--- config.mk ---
export PLATFORM = sky130hd
export DESIGN_NAME = vga_timing_gen_flat
export DESIGN_NICKNAME = d
export VERILOG_FILES = /design/src/rtl/vga_timing_pkg.sv /design/src/rtl/vga_timing_if.sv /design/src/rtl/vga_axis_timer.sv /design/src/rtl/vga_timing_gen.sv /design/src/flat_wrapper.sv
export SDC_FILE = /design/constraint.sdc
export NUM_CORES = 1
export LEC_CHECK = 0
export BUFFER_PORTS_ARGS = -buffer_cell sky130_fd_sc_hd__buf_2
export CAP_MARGIN = 10
export CORE_MARGIN = 2
export CORE_UTILIZATION = 55
export CTS_BUF_LIST = sky130_fd_sc_hd__clkbuf_8 sky130_fd_sc_hd__clkbuf_16
export CTS_CLUSTER_SIZE = 24
export DETAILED_ROUTE_END_ITERATION = 16
export PLACE_DENSITY = 0.76
export SLEW_MARGIN = 15
export SYNTH_ARGS = -nofsm -noshare
export SYNTH_HDL_FRONTEND = slang
export SYNTH_SLANG_ARGS = --single-unit
--- constraint.sdc ---
create_clock -name clk -period 2.2 [get_ports clk]
set_input_delay 0.44 -clock clk [delete_from_list [all_inputs] [get_ports clk]]
set_output_delay 0.44 -clock clk [all_outputs]
set_load 0.02 [all_outputs]
--- src/rtl/vga_timing_pkg.sv ---
// Shared constants for the VGA pixel-timing block: 640x480@60 defaults,
// the position-counter width and the axis-total helper.
package vga_timing_pkg;

  localparam int POS_W = 10;
  localparam int POS_LIMIT = 1 << POS_W;

  localparam int DEF_H_DISPLAY = 640;
  localparam int DEF_H_FRONT   = 16;
  localparam int DEF_H_SYNC    = 96;
  localparam int DEF_H_BACK    = 48;
  localparam int DEF_V_DISPLAY = 480;
  localparam int DEF_V_FRONT   = 10;
  localparam int DEF_V_SYNC    = 2;
  localparam int DEF_V_BACK    = 33;

  function automatic int axis_total(input int display, input int front,
                                    input int sync, input int back);
    return display + front + sync + back;
  endfunction

endpackage

--- src/rtl/vga_timing_if.sv ---
// Pixel-timing bundle from the timing generator to the pattern/video logic.
interface vga_timing_if
  import vga_timing_pkg::*;
#(
  parameter int FRAME_BITS = 9
);
  logic [POS_W-1:0]      hpos;
  logic [POS_W-1:0]      vpos;
  logic                  hsync;
  logic                  vsync;
  logic                  display_on;
  logic                  line_start;
  logic                  frame_start;
  logic [FRAME_BITS-1:0] frame_no;

  modport master (
    output hpos, vpos, hsync, vsync, display_on, line_start, frame_start, frame_no
  );

  modport slave (
    input hpos, vpos, hsync, vsync, display_on, line_start, frame_start, frame_no
  );
endinterface

--- src/rtl/vga_axis_timer.sv ---
// One timing axis: a wrapping position counter with registered display,
// sync-window and last-position flags that line up with the position.
module vga_axis_timer
  import vga_timing_pkg::*;
#(
  parameter int DISPLAY = DEF_H_DISPLAY,
  parameter int FRONT   = DEF_H_FRONT,
  parameter int SYNC    = DEF_H_SYNC,
  parameter int BACK    = DEF_H_BACK
) (
  input  logic             clk,
  input  logic             reset,
  input  logic             advance,
  output logic [POS_W-1:0] pos,
  output logic             active,
  output logic             sync_act,
  output logic             at_last
);

  localparam int TOTAL = axis_total(DISPLAY, FRONT, SYNC, BACK);
  localparam logic [POS_W-1:0] LAST       = POS_W'(TOTAL - 1);
  localparam logic [POS_W-1:0] DISP_END   = POS_W'(DISPLAY);
  localparam logic [POS_W-1:0] SYNC_FIRST = POS_W'(DISPLAY + FRONT);
  localparam logic [POS_W-1:0] SYNC_LAST  = POS_W'(DISPLAY + FRONT + SYNC - 1);

  logic [POS_W-1:0] pos_q, pos_d;
  logic             active_q, sync_q, last_q;

  always_comb begin
    pos_d = pos_q;
    if (advance) begin
      pos_d = last_q ? '0 : pos_q + 1'b1;
    end
  end

  // Flags are decoded from the next position so they land with it.
  always_ff @(posedge clk) begin
    if (reset) begin
      pos_q    <= LAST;
      active_q <= 1'b0;
      sync_q   <= 1'b0;
      last_q   <= 1'b1;
    end else begin
      pos_q    <= pos_d;
      active_q <= (pos_d < DISP_END);
      sync_q   <= (pos_d >= SYNC_FIRST) && (pos_d <= SYNC_LAST);
      last_q   <= (pos_d == LAST);
    end
  end

  assign pos      = pos_q;
  assign active   = active_q;
  assign sync_act = sync_q;
  assign at_last  = last_q;

endmodule

--- src/rtl/vga_timing_gen.sv ---
// VGA pixel-timing generator: h/v counters, registered sync/display/start
// strobes and a frame counter, all aligned to the hpos/vpos they describe.
module vga_timing_gen
  import vga_timing_pkg::*;
#(
  parameter int H_DISPLAY  = DEF_H_DISPLAY,
  parameter int H_FRONT    = DEF_H_FRONT,
  parameter int H_SYNC     = DEF_H_SYNC,
  parameter int H_BACK     = DEF_H_BACK,
  parameter int V_DISPLAY  = DEF_V_DISPLAY,
  parameter int V_FRONT    = DEF_V_FRONT,
  parameter int V_SYNC     = DEF_V_SYNC,
  parameter int V_BACK     = DEF_V_BACK,
  parameter bit SYNC_NEG   = 1'b1,
  parameter int FRAME_BITS = 9
) (
  input  logic         clk,
  input  logic         reset,
  vga_timing_if.master vid
);

  if (axis_total(H_DISPLAY, H_FRONT, H_SYNC, H_BACK) > POS_LIMIT ||
      axis_total(V_DISPLAY, V_FRONT, V_SYNC, V_BACK) > POS_LIMIT) begin : g_bad_total
    $error("vga_timing_gen: line or frame total exceeds the position counter range");
  end

  localparam logic [POS_W-1:0] H_DISP_LAST = POS_W'(H_DISPLAY - 1);
  localparam logic [POS_W-1:0] H_SYNC_PRE  = POS_W'(H_DISPLAY + H_FRONT - 1);
  localparam logic [POS_W-1:0] H_SYNC_LAST = POS_W'(H_DISPLAY + H_FRONT + H_SYNC - 1);
  localparam logic [POS_W-1:0] V_DISP_LAST = POS_W'(V_DISPLAY - 1);
  localparam logic [POS_W-1:0] V_SYNC_PRE  = POS_W'(V_DISPLAY + V_FRONT - 1);
  localparam logic [POS_W-1:0] V_SYNC_LAST = POS_W'(V_DISPLAY + V_FRONT + V_SYNC - 1);

  logic [POS_W-1:0] hpos, vpos;
  logic h_active, h_sync, h_last, v_active, v_sync, v_last;

  vga_axis_timer #(.DISPLAY(H_DISPLAY), .FRONT(H_FRONT), .SYNC(H_SYNC), .BACK(H_BACK)) u_h (
    .clk(clk), .reset(reset), .advance(1'b1),
    .pos(hpos), .active(h_active), .sync_act(h_sync), .at_last(h_last)
  );

  vga_axis_timer #(.DISPLAY(V_DISPLAY), .FRONT(V_FRONT), .SYNC(V_SYNC), .BACK(V_BACK)) u_v (
    .clk(clk), .reset(reset), .advance(h_last),
    .pos(vpos), .active(v_active), .sync_act(v_sync), .at_last(v_last)
  );

  logic h_act_nxt, v_act_nxt, h_sync_nxt, v_sync_nxt;
  logic disp_d, disp_q, hsync_d, hsync_q, vsync_d, vsync_q;
  logic line_d, line_q, fstart_d, fstart_q;
  logic [FRAME_BITS-1:0] frame_d, frame_q;

  // Predict each flag for the next position from the current one, so the
  // output registers present it in the same cycle as the counters.
  always_comb begin
    h_act_nxt  = h_last | (h_active & (hpos != H_DISP_LAST));
    h_sync_nxt = (hpos == H_SYNC_PRE) | (h_sync & (hpos != H_SYNC_LAST));
    v_act_nxt  = v_active;
    v_sync_nxt = v_sync;
    frame_d    = frame_q;
    if (h_last) begin
      v_act_nxt  = v_last | (v_active & (vpos != V_DISP_LAST));
      v_sync_nxt = (vpos == V_SYNC_PRE) | (v_sync & (vpos != V_SYNC_LAST));
      if (v_last) begin
        frame_d = frame_q + 1'b1;
      end
    end
    disp_d   = h_act_nxt & v_act_nxt;
    hsync_d  = h_sync_nxt ^ SYNC_NEG;
    vsync_d  = v_sync_nxt ^ SYNC_NEG;
    line_d   = h_last;
    fstart_d = h_last & v_last;
  end

  always_ff @(posedge clk) begin
    if (reset) begin
      disp_q   <= 1'b0;
      hsync_q  <= SYNC_NEG;
      vsync_q  <= SYNC_NEG;
      line_q   <= 1'b0;
      fstart_q <= 1'b0;
      frame_q  <= '1;
    end else begin
      disp_q   <= disp_d;
      hsync_q  <= hsync_d;
      vsync_q  <= vsync_d;
      line_q   <= line_d;
      fstart_q <= fstart_d;
      frame_q  <= frame_d;
    end
  end

  assign vid.hpos        = hpos;
  assign vid.vpos        = vpos;
  assign vid.hsync       = hsync_q;
  assign vid.vsync       = vsync_q;
  assign vid.display_on  = disp_q;
  assign vid.line_start  = line_q;
  assign vid.frame_start = fstart_q;
  assign vid.frame_no    = frame_q;

endmodule

--- src/flat_wrapper.sv ---
// flat-port wrapper written by rule: the top's interface ports become plain ports
module vga_timing_gen_flat import vga_timing_pkg::*;
#(
  parameter int H_DISPLAY  = DEF_H_DISPLAY,
  parameter int H_FRONT    = DEF_H_FRONT,
  parameter int H_SYNC     = DEF_H_SYNC,
  parameter int H_BACK     = DEF_H_BACK,
  parameter int V_DISPLAY  = DEF_V_DISPLAY,
  parameter int V_FRONT    = DEF_V_FRONT,
  parameter int V_SYNC     = DEF_V_SYNC,
  parameter int V_BACK     = DEF_V_BACK,
  parameter bit SYNC_NEG   = 1'b1,
  parameter int FRAME_BITS = 9
)
  (clk, reset, vid_hpos, vid_vpos, vid_hsync, vid_vsync, vid_display_on, vid_line_start, vid_frame_start, vid_frame_no);
  vga_timing_if #(.FRAME_BITS(FRAME_BITS)) vid_i ();
  input  logic clk;
  input  logic reset;
  output wire logic [$bits(vid_i.hpos)-1:0] vid_hpos;
  output wire logic [$bits(vid_i.vpos)-1:0] vid_vpos;
  output wire logic [$bits(vid_i.hsync)-1:0] vid_hsync;
  output wire logic [$bits(vid_i.vsync)-1:0] vid_vsync;
  output wire logic [$bits(vid_i.display_on)-1:0] vid_display_on;
  output wire logic [$bits(vid_i.line_start)-1:0] vid_line_start;
  output wire logic [$bits(vid_i.frame_start)-1:0] vid_frame_start;
  output wire logic [$bits(vid_i.frame_no)-1:0] vid_frame_no;
  assign vid_hpos = vid_i.hpos;
  assign vid_vpos = vid_i.vpos;
  assign vid_hsync = vid_i.hsync;
  assign vid_vsync = vid_i.vsync;
  assign vid_display_on = vid_i.display_on;
  assign vid_line_start = vid_i.line_start;
  assign vid_frame_start = vid_i.frame_start;
  assign vid_frame_no = vid_i.frame_no;
  vga_timing_gen #(.H_DISPLAY(H_DISPLAY), .H_FRONT(H_FRONT), .H_SYNC(H_SYNC), .H_BACK(H_BACK), .V_DISPLAY(V_DISPLAY), .V_FRONT(V_FRONT), .V_SYNC(V_SYNC), .V_BACK(V_BACK), .SYNC_NEG(SYNC_NEG), .FRAME_BITS(FRAME_BITS)) u_core (.clk(clk), .reset(reset), .vid(vid_i));
endmodule
-- Yosys cells after proc, flatten, opt, wreduce, memory -nomap -nowiden
Index checks and enable logic that the tools add are counted.
- add/sub/neg operators: 3
- magnitude comparators: 6
- equality and inequality tests: 8
- muxes and demuxes: 5
- bitwise operators: 12
- reduce and logical (&&, ||, !) cells: 3
- operator list (kind ; count):
    10-bit equality test (second input constant) ; 3
    10-bit two-way mux ; 3
    10-bit by 1-bit adder with 10-bit output (second input constant) ; 2
    10-bit != test (second input constant) ; 2
    10-bit by 9-bit != test with 1-bit output (second input constant) ; 2
    10-bit by 9-bit equality test with 1-bit output (second input constant) ; 1
    10-bit greater-or-equal comparator (second input constant) ; 1
    10-bit by 9-bit greater-or-equal comparator with 1-bit output (second input constant) ; 1
    10-bit <= comparator (second input constant) ; 1
    10-bit by 9-bit <= comparator with 1-bit output (second input constant) ; 1
    10-bit less-than comparator (second input constant) ; 1
    10-bit by 9-bit less-than comparator with 1-bit output (second input constant) ; 1
    9-bit by 1-bit adder with 9-bit output (second input constant) ; 1
    1-bit bitwise AND ; 6
    1-bit OR ; 4
    1-bit logical AND ; 2
    1-bit two-way mux ; 2
    1-bit inverter ; 2
    2-bit AND reduction ; 1
- register bits: 40
- logic and storage cells: 51

-- Longest topological paths before layout
- word-level depth: 5
- mapped depth: 7

-- Modules after synthesis
A second synthesis with hierarchy kept.
- cell total of the unflattened synthesis: 248
- area total of the unflattened synthesis: 2158.3 um^2
- by module, submodules not included (module ; times used ; cells an instance ; area an instance (um^2) ; sequential area each (um^2)):
    vga_axis_timer at u_core.u_h ; 1 ; 92 ; 764.5 ; 260.2
    vga_axis_timer at u_core.u_v ; 1 ; 82 ; 730.7 ; 260.2
    vga_timing_gen ; 1 ; 74 ; 663.1 ; 280.3

-- Least setup slack after synthesis
Ideal clock, no wire load.
- kind: register to register
- from: register u_core.u_v.pos_q[0] (netlist: u_core.u_v.pos[0])
- to: register u_core.u_v.last_q (netlist: u_core.u_v.at_last)
- setup time: 0.116 ns
- data arrival time: 1.664 ns
- slack: 0.419 ns
- stages on the path, launching flop included: 7
- path buffers: 0
- cell sequence: dfxtp_1 ha_1 nand3_1 nor3_1 nand2_1 xor2_1 a41o_1
- word-level cells in the longest chain between the ends: 4
- RTL lines (element ; RTL line ; RTL):
    start, declared ; vga_axis_timer.sv:26 ; logic [POS_W-1:0] pos_q, pos_d;
    start signal, assigned ; vga_axis_timer.sv:44 ; pos_q <= pos_d;
    10-bit by 1-bit adder with 10-bit output ; vga_axis_timer.sv:32 ; pos_d = last_q ? '0 : pos_q + 1'b1;
    10-bit two-way mux ; vga_axis_timer.sv:32 ;
    10-bit two-way mux (*) ; vga_axis_timer.sv:31 ; if (advance) begin
    10-bit equality test (*) ; vga_axis_timer.sv:47 ; last_q <= (pos_d == LAST);
    end signal, assigned ; vga_axis_timer.sv:47 ;
    end, declared ; vga_axis_timer.sv:27 ; logic active_q, sync_q, last_q;
Every way passes the cells marked *; elsewhere a longest branch is shown, timed or not.
A chain may end at the register's enable or synchronous reset.

-- Worst setup path in the final report
- from: register u_core.u_h.last_q (netlist: u_core.u_h.at_last)
- to: register u_core.frame_q[5] (netlist: u_core.vid.frame_no[5])
- word-level cells in the longest chain between the ends: 1
- RTL lines (element ; RTL line ; RTL):
    start, declared ; vga_axis_timer.sv:27 ;
    start signal, assigned ; vga_axis_timer.sv:47 ;
    2-bit AND reduction (no line) ; n/a ;
    end signal, assigned ; vga_timing_gen.sv:88 ; frame_q <= frame_d;
    end, declared ; vga_timing_gen.sv:50 ; logic [FRAME_BITS-1:0] frame_d, frame_q;
Every way passes these cells.

==> results.json <==
{
  "path_clk_slew_ns": 0.08,
  "required_ns": 2.37,
  "netlist_area_um2": 1990,
  "power_density_nw_per_um2": 699,
  "period_minus_slack_ns": 1.88,
  "rows": 21,
  "drt_wl_total_um": 4250,
  "clockBufferDepth": 2,
  "yosysMostFrequentCell": "dfxtp_1",
  "start_kind": "register",
  "nets": 279,
  "synth.area.top_cells": "dfxtp_1 (40%), xnor2_1 (5.3%), nor2_1 (4.7%), nand2_1 (3.6%), nor3_1 (3.5%)",
  "synth_seq_cells": 40,
  "cts_hold_buf": 0,
  "start_util": 0.583,
  "synth_nets": 245,
  "hpwl_um": 3090,
  "yosysUniqueCellTypes": 46,
  "cts-buffers-inserted": 5,
  "die_x_um": 64.2,
  "cts_resized": 0,
  "fin_tns_setup_ns": 0,
  "io_buffers": 35,
  "tightest_slew_ns": 0.505,
  "hold_slack_ns": 0.467,
  "via_count": 1791,
  "ios": 36,
  "areaGrowthSynthToFinish_pct": 14.9,
  "gp_congestion": 0.891,
  "worstSetupPathType": "register to register",
  "min-delay-start": "u_core.u_h.active$_SDFF_PP0_",
  "diodes": 0,
  "path_max_fanout": 15,
  "synth_top_cell_by_area": "dfxtp_1",
  "setup_viol": 0,
  "dr.first_iter.drc_count": 108,
  "synth-edff-count": 0,
  "critPathArrivalTime_ns": 2.05,
  "drv_slew": 0,
  "drtPass1Iterations": 5,
  "ys.flop_type": "dfxtp_1",
  "finClkSkew_ns": 0.00857,
  "synthCells": 239,
  "gr-usage-all-layers": 0.218,
  "grt_antenna_before_repair": 0,
  "cts_root_buffer": "clkbuf_8",
  "hold_class": "register to register",
  "fmax_mhz": 533,
  "synth-seq-area-share": 0.402,
  "cts-htree-levels": 2,
  "hold_viol_final": 0,
  "crit-reg2reg-launch": "u_core.u_h.at_last$_SDFF_PP1_",
  "grt_max_degree": 34,
  "grt_pass1_wl_um": 7160,
  "synthTopCellsByCount": "dfxtp_1 (40), nor2_1 (25), nand2_1 (19), nor3_1 (14)",
  "viasPerCell": 5.60,
  "timing.final.crit_share": 0.853,
  "async_flop_share": 0,
  "leakage_nw": 0.908,
  "postRouteAntennaNets": 0,
  "max-vdd-ir-drop_uv": 521,
  "synth.avg_cell_area_um2": 8.33,
  "end_kind": "register",
  "drc": 0,
  "grt_pass1_vias": 1642,
  "rsz0062_at_grt": "no",
  "drv_cap": 0,
  "wl_per_cell_um": 13.3,
  "postCtsSetupBuffers": 0,
  "relSlewSlack": 0.663,
  "cts_sinks": 40,
  "outcome": "complete, no violations",
  "die-area_um2": 4120,
  "layout-drive-gt1-share": 0.193,
  "core_area_um2": 3420,
  "die_y_um": 64.2,
  "clk_latency_ns": 0.29,
  "yosysWarnings": 0,
  "globalRouteOverflowTotal": 0,
  "cts_tree": "built",
  "worstSetupStartpoint": "u_core.u_h.at_last$_SDFF_PP1_",
  "synth_top_area_share": 0.402
}
## report_power, final
group | leakage [nW] | total (W) | switching (W) | internal, W
combinational | 0.531 | 0.000294 | 0.000177 | 0.000118
sequential | 0.330 | 0.000830 | 0.0000580 | 0.000772
clock | 0.0479 | 0.000475 | 0.000254 | 0.000221
total | 0.908 | 0.00160 | 0.000488 | 0.00111
## cell families (layout without fill, tap and decap cells)
logic type,Yosys count,in the layout,synth area share
xor+xnor,18,18,0.0792
compound gates,46,46,0.160
simple gates,113,113,0.294
flops,40,40,0.402
buf+inv,17,52,0.0346
mux,1,1,0.00503
fa+ha+maj,4,4,0.0251
## sequential cells by signal, indices dropped and copies added (netlist names)
signal / count
u_core.vid.line_start: 1
u_core.vid.frame_no: 9
u_core.u_v.sync_act: 1
u_core.u_v.active: 1
u_core.u_h.pos: 10
u_core.vid.hsync: 1
u_core.u_v.at_last: 1
u_core.u_h.at_last: 1
u_core.u_h.sync_act: 1
u_core.vid.display_on: 1
u_core.u_v.pos: 10
u_core.vid.frame_start: 1
u_core.u_h.active: 1
u_core.vid.vsync: 1
## final timing paths
path                                                            end  slack, ns  depth (start not counted)
worst max-delay path            u_core.vid.frame_no[5]$_SDFFE_PP1P_       0.32                          4
worst min-delay path               u_core.vid.display_on$_SDFF_PP0_       0.47                          2
worst max register to register  u_core.vid.frame_no[5]$_SDFFE_PP1P_       0.32                          4
worst min register to register     u_core.vid.display_on$_SDFF_PP0_       0.47                          2
## cell usage in the layout, fill, tap and decap left out, types with 4 or more instances in the layout
master,count
nand4_1,5
or3_1,4
inv_1,6
nand3_1,12
o21ai_0,6
nor3_1,14
xnor2_1,12
clkbuf_8,5
nor4_1,4
nor2_1,25
nand2b_1,11
o21bai_1,7
buf_2,35
a21oi_1,11
a21o_1,5
and2_1,4
ha_1,4
nand2_1,19
xor2_1,6
dfxtp_1,40
and3_1,4
## metal layers
metal | vias to the layer above | part of all wire | GRT usage
li1 | 914 | - | -
met3 | 6 | 0.044 | 0.0423
met5 | - | 0 | 0
met1 | 825 | 0.47 | 0.275
met2 | 46 | 0.47 | 0.370
met4 | 0 | 0.012 | 0.0745
## final cells by class
type | count | area, µm²
Clock buffer | 5 | 68.8
Clock inverter | 3 | 18.8
Fill cell | 322 | 1130
Inverter | 6 | 22.5
Multi-Input combinational cell | 182 | 1120
Sequential cell | 40 | 801
Tap cell | 46 | 57.6
Timing Repair Buffer | 38 | 198
## worst max-delay path, stage by stage, from the launching register on
cell     delay, ns
dfxtp_1       0.59
and2_1        0.27
nand4_1       0.22
o21ai_0       0.21
or3b_2        0.46
## per-stage QoR
| stage | power, W | instances | worst slack (ns) | util | area [µm²] |
|---|---|---|---|---|---|
| 2_1_floorplan | 0.00105 | 239 | 0.419 | - | 1990 |
| 3_3_place_gp | 0.00114 | 312 | 0.435 | 0.644 | 2200 |
| 3_5_place_dp | 0.00114 | 312 | 0.316 | 0.644 | 2200 |
| 4_1_cts | 0.00160 | 320 | 0.321 | 0.670 | 2290 |
| 5_1_grt | 0.00168 | 320 | 0.151 | 0.670 | 2290 |
| 6_report | 0.00160 | 320 | 0.323 | 0.670 | 2290 |
No activity file was read; power rests on OpenSTA's default activity.
